===== src/rtl/sqemux_switch_ctrl_pkg.sv =====
// Shared definitions for the SQEMUX switch sequencer.
// The 2-bit state encodings below are fixed because existing wrapper logic depends on them.
package sqemux_switch_ctrl_pkg;

  localparam logic [1:0] ST_OFF     = 2'd0;
  localparam logic [1:0] ST_IDLE    = 2'd1;
  localparam logic [1:0] ST_QUIESCE = 2'd2;
  localparam logic [1:0] ST_SETTLE  = 2'd3;

endpackage


===== src/rtl/sqemux_switch_ctrl_cnt.sv =====
// Loadable down counter with a zero flag.
// QUIESCE and SETTLE share this counter.
module sqemux_ctrl_cnt
  import sqemux_switch_ctrl_pkg::*;
#(
  parameter int CNT_W = 4
) (
  input  logic             clk,
  input  logic             rst,
  input  logic             load,
  input  logic [CNT_W-1:0] load_val,
  input  logic             dec,
  output logic             zero
);

  logic [CNT_W-1:0] count_q;
  logic [CNT_W-1:0] count_d;

  always_comb begin
    count_d = count_q;
    if (load) begin
      count_d = load_val;
    end else if (dec && (count_q != '0)) begin
      count_d = count_q - 1'b1;
    end
  end

  always_ff @(posedge clk or posedge rst) begin
    if (rst) begin
      count_q <= '0;
    end else begin
      count_q <= count_d;
    end
  end

  assign zero = (count_q == '0);

endmodule


===== src/rtl/sqemux_switch_ctrl.sv =====
// Glitch-free switch sequencer for the SQEMUX clock-select mux.
// Sequence: gate SEN off, quiesce, flip SELECT, settle, re-enable SEN.
module sqemux_switch_ctrl
  import sqemux_switch_ctrl_pkg::*;
#(
  parameter int   QUIESCE_CYCLES = 4,
  parameter int   SETTLE_CYCLES  = 2,
  parameter int   CNT_W          = 4,
  parameter logic RESET_SELECT   = 1'b0
) (
  input  logic CLK,
  input  logic RST,
  input  logic EN,
  input  logic REQ,
  input  logic REQ_SEL,
  input  logic DYN_MODE,
  output logic ACK,
  output logic DONE,
  output logic BUSY,
  output logic SELECT,
  output logic SEN,
  output logic DEN,
  output logic DYNEN
);

  localparam logic [CNT_W-1:0] QUIESCE_LOAD = CNT_W'(QUIESCE_CYCLES - 1);
  localparam logic [CNT_W-1:0] SETTLE_LOAD  = CNT_W'(SETTLE_CYCLES - 1);

  logic [1:0]       state_q, state_d;
  logic             select_q, select_d;
  logic             sen_q, sen_d;
  logic             busy_q, busy_d;
  logic             ack_q, ack_d;
  logic             done_q, done_d;
  logic             target_q, target_d;
  logic             req_pend_q, req_pend_d;
  logic             dynen_q;
  logic             cnt_load;
  logic [CNT_W-1:0] cnt_load_val;
  logic             cnt_dec;
  logic             cnt_zero;

  sqemux_ctrl_cnt #(
    .CNT_W (CNT_W)
  ) u_cnt (
    .clk      (CLK),
    .rst      (RST),
    .load     (cnt_load),
    .load_val (cnt_load_val),
    .dec      (cnt_dec),
    .zero     (cnt_zero)
  );

  // EN low overrides every state; SELECT is deliberately left alone on abort.
  always_comb begin
    state_d      = state_q;
    select_d     = select_q;
    sen_d        = sen_q;
    busy_d       = busy_q;
    target_d     = target_q;
    req_pend_d   = req_pend_q;
    ack_d        = 1'b0;
    done_d       = 1'b0;
    cnt_load     = 1'b0;
    cnt_load_val = '0;
    cnt_dec      = 1'b0;

    if (!EN) begin
      state_d    = ST_OFF;
      sen_d      = 1'b0;
      busy_d     = 1'b0;
      req_pend_d = 1'b0;
    end else begin
      case (state_q)
        ST_OFF: begin
          cnt_load     = 1'b1;
          cnt_load_val = SETTLE_LOAD;
          busy_d       = 1'b1;
          req_pend_d   = 1'b0;
          state_d      = ST_SETTLE;
        end
        ST_IDLE: begin
          if (REQ) begin
            ack_d = 1'b1;
            if (REQ_SEL == select_q) begin
              done_d = 1'b1;
            end else begin
              sen_d        = 1'b0;
              busy_d       = 1'b1;
              target_d     = REQ_SEL;
              cnt_load     = 1'b1;
              cnt_load_val = QUIESCE_LOAD;
              req_pend_d   = 1'b1;
              state_d      = ST_QUIESCE;
            end
          end
        end
        ST_QUIESCE: begin
          if (cnt_zero) begin
            select_d     = target_q;
            cnt_load     = 1'b1;
            cnt_load_val = SETTLE_LOAD;
            state_d      = ST_SETTLE;
          end else begin
            cnt_dec = 1'b1;
          end
        end
        ST_SETTLE: begin
          if (cnt_zero) begin
            sen_d      = 1'b1;
            busy_d     = 1'b0;
            done_d     = req_pend_q;
            req_pend_d = 1'b0;
            state_d    = ST_IDLE;
          end else begin
            cnt_dec = 1'b1;
          end
        end
        default: begin
          state_d = ST_OFF;
        end
      endcase
    end
  end

  always_ff @(posedge CLK or posedge RST) begin
    if (RST) begin
      state_q    <= ST_OFF;
      select_q   <= RESET_SELECT;
      sen_q      <= 1'b0;
      busy_q     <= 1'b0;
      ack_q      <= 1'b0;
      done_q     <= 1'b0;
      target_q   <= RESET_SELECT;
      req_pend_q <= 1'b0;
      dynen_q    <= 1'b0;
    end else begin
      state_q    <= state_d;
      select_q   <= select_d;
      sen_q      <= sen_d;
      busy_q     <= busy_d;
      ack_q      <= ack_d;
      done_q     <= done_d;
      target_q   <= target_d;
      req_pend_q <= req_pend_d;
      dynen_q    <= DYN_MODE;
    end
  end

  assign ACK    = ack_q;
  assign DONE   = done_q;
  assign BUSY   = busy_q;
  assign SELECT = select_q;
  assign SEN    = sen_q;
  assign DEN    = 1'b0;
  assign DYNEN  = dynen_q;

endmodule


===== config.mk =====
export PLATFORM = sky130hd
export DESIGN_NAME = sqemux_switch_ctrl
export DESIGN_NICKNAME = d
export VERILOG_FILES = /design/src/rtl/sqemux_switch_ctrl_pkg.sv /design/src/rtl/sqemux_switch_ctrl_cnt.sv /design/src/rtl/sqemux_switch_ctrl.sv
export SDC_FILE = /design/constraint.sdc
export NUM_CORES = 1
export LEC_CHECK = 0
export ABC_AREA = 1
export ABC_CLOCK_PERIOD_IN_PS = 1550
export BUFFER_PORTS_ARGS = -buffer_cell sky130_fd_sc_hd__buf_2
export CAP_MARGIN = 20
export CORE_MARGIN = 2
export CORE_UTILIZATION = 52
export DETAILED_ROUTE_END_ITERATION = 12
export PLACE_DENSITY = 0.76
export SLEW_MARGIN = 20
export SYNTH_ARGS = -nofsm -noshare
export SYNTH_HDL_FRONTEND = slang
export SYNTH_SLANG_ARGS = --single-unit

===== constraint.sdc =====
create_clock -name CLK -period 1.55 [get_ports CLK]
set_clock_uncertainty 0.1 [all_clocks]
set_input_delay 0.2325 -clock CLK [delete_from_list [all_inputs] [get_ports CLK]]
set_output_delay 0.2325 -clock CLK [all_outputs]
set_load 0.1 [all_outputs]

==> reports/results.txt <==
CTS buffer count: 3
initial antenna violation count: 0
worst path bufs/invs: 2
Arr. time, crit path: 1.54 ns
Reg clk slew, reported paths: 0.08 ns
die width: 42.1 um
CP required: 1.67 ns
Final min period: 1.42 ns
Critical Path Max Stage Delay: 0.35 ns
Die Area: 1770 um^2
CP most frequent cell: nand2_1
yosys warns: 0
Avg Inst Size Synth: 7.94 um^2
crit-path cells: inv_1 -> ha_1 -> nand2_1 -> nand3_2 -> inv_2 -> nand2_1 -> nand2_1 -> nand2_1 -> nor2_1
deepest clock path buffer count: 2
DRT Wirelength: 1480 um
status: finished, final reports clean
area of the core: 1330 um^2
part of the power in registers: 34.7%
TritonCTS Sinks: 14
Port Buffer Count: 11
Seq. cell area: 352 um^2
vias per cell: 4.98
number of setup violations in the final report: 0
number of global-route vias before repair: 613
hpwl dp: 1120 um
period utilization: 91.8%
register area share after synthesis: 46.4%
worst min path class: in2reg
maximum VDD drop: 1110 uV
CTS tree: yes
CP max-delay cell: dfrtp_1
Cell Pwr Density: 2040 nW/um^2
maxcap violations: 0
Peak Freq: 703 MHz
Power Internal: 0.823 mW
final antenna-violating net count: 0
IO Count: 13
# rows: 13
WL/cell: 11.8 um
Net Sw Power: 0.927 mW
combinational power share: 52.5%
total number of vias: 622
Netlist cell types: 21
global-route wire length before repair: 2520 um
Slew HR: 65.5%
number of antenna diodes: 0
GP Congestion: 0.768
Root Driver: clkbuf_4
Clock Power Share: 12.7%
Final Hold Viols: 0
crit path launch type: register
worst-path fanout max: 5
commonest non-fill, non-tap cell in the layout: nand2_1
Nets: 119
RSZ-0062 raised after global routing: false
most frequent cells in the layout: nand2_1, dfrtp_1, inv_1, buf_2, nor2_1
Post-CTS Setup Inserts: 0
critical path class: reg2reg
Synth-to-Final Area Change: 13.9%
worst skew pair latency: 0.28 ns
Sw Ratio: 53.0%
layout cell share with drive strength beyond 1: 26.4%
worst slack at placement: 0.145 ns
DRT Pass-1 Iters: 4
Post-Syn Area: 754 um^2
multi-input logic area: 329 um^2
net count after synthesis: 103
Post-Synthesis Cells: 95
Die Y: 42.1 um
Worst-Margin Slew: 0.517 ns
post-synthesis sequential element count: 14
Total Neg Setup Slack: 0 ns
CP endpoint kind: register
leakage: 0.489 nW
crit-path leading delay family: simple AND/OR/NAND/NOR gates
fin worst setup slack: 0.128 ns
H-tree level count: 1
Fill cells: 124
global-route usage over all layers: 19.2%
Max Slew Vio Count: 0
# DRC: 0
Iter 0 DRT Violations: 15
Starting Density: 56.6%
largest net degree at the start of global routing: 15
total gr overflow: 0
-- synthesized netlist by cell type (all sizes together) --
cell type	n	area (um^2)
nand2	30	118
dfrtp	14	350
nand3	10	70.1
o211ai	1	7.51
o21ai	3	15.0
nor2	13	63.8
ha	2	25.0
nand4	1	6.26
a21oi	1	5.00
a31oi	2	12.5
inv	15	58.8
conb	1	3.75
buf	2	18.8
-- per-layer routing --
metal  routed length [um]  vias up  global-route usage, %  share of wire, %
met4                   41        0                   11.3               2.8
met3                   54        5                   4.31               3.6
met2                  733       17                   32.2                50
met1                  650      278                   22.3                44
met5                    0        -                      0                 0
li1                     -      322                      -                 -
-- final cells by class --
| cell class | count | share of cell area, % |
|---|---|---|
| sequential | 14 | 40.9 |
| multi-input combinational | 64 | 38.3 |
| timing repair buffer | 13 | 8.73 |
| inverter | 15 | 6.84 |
| clock buffer | 4 | 3.06 |
| tap | 15 | 2.18 |
-- per-stage QoR --
step                      utilization, %  std cells  power [mW]  hold WS (ns)  instance area [um^2]
after floorplan                        -         95        1.37        0.0217                   756
after detailed placement            60.8        119        1.52         0.199                   811
after CTS                           64.3        125        1.74         0.127                   857
after global placement              60.8        119        1.48         0.192                   811
after global routing                64.4        125        1.88         0.170                   860
final                               64.4        125        1.75         0.115                   860
-- logic make-up (layout without fill, tap and decap cells) --
kind of cell | Yosys count | in the layout | share of synthesized area (%)
and+or+nand+nor | 54 | 54 | 34.2
DFF | 14 | 14 | 46.4
AOI/OAI and AO/OA | 7 | 7 | 5.31
buffers and inverters | 17 | 32 | 10.3
adders and majority gates | 2 | 2 | 3.32
other | 1 | 1 | 0.497
-- worst paths after layout --
kind,startpoint,end,slack (ns),cells past startpoint
setup / recovery,u_cnt.count_q[0],u_cnt.count_q[2],0.13,9
hold / removal,REQ_SEL,target_q,0.12,3
setup reg to reg,u_cnt.count_q[0],u_cnt.count_q[2],0.13,9
hold reg to reg,req_pend_q,req_pend_q,0.38,2
max in group asynchronous,RST,SELECT,0.56,3
min in group asynchronous,RST,u_cnt.count_q[3],0.42,3
-- worst reg2reg max path, cell delays in order, from the launching register on --
cell and delay (ns):
dfrtp_1 0.35, inv_1 0.08, ha_1 0.20, nand2_1 0.14, nand3_2 0.16, inv_2 0.10
nand2_1 0.05, nand2_1 0.05, nand2_1 0.05, nor2_1 0.08
-- power by group through the flow --
stage          combinational (mW)  sequential (mW)  clock (mW)
2_1_floorplan               0.497            0.878           0
3_3_place_gp                0.871            0.612           0
3_5_place_dp                0.906            0.614           0
4_1_cts                     0.914            0.609       0.222
5_1_grt                      1.01            0.628       0.241
6_report                    0.919            0.608       0.223
-- sequential cells by signal (all words and copies together) (netlist names) --
signal / flops
u_cnt.count_q: 4
DONE: 1
target_q: 1
ACK: 1
state_q: 2
BUSY: 1
req_pend_q: 1
DYNEN: 1
SELECT: 1
SEN: 1
-- what timing repair did --
item | in CTS | in global routing
hold buffers | 2 | 0
endpoints found under the hold margin | 15 | 0
endpoints found under the setup margin | 0 | 1
gates resized for setup | 0 | 1
(Power assumes the default switching activity.)
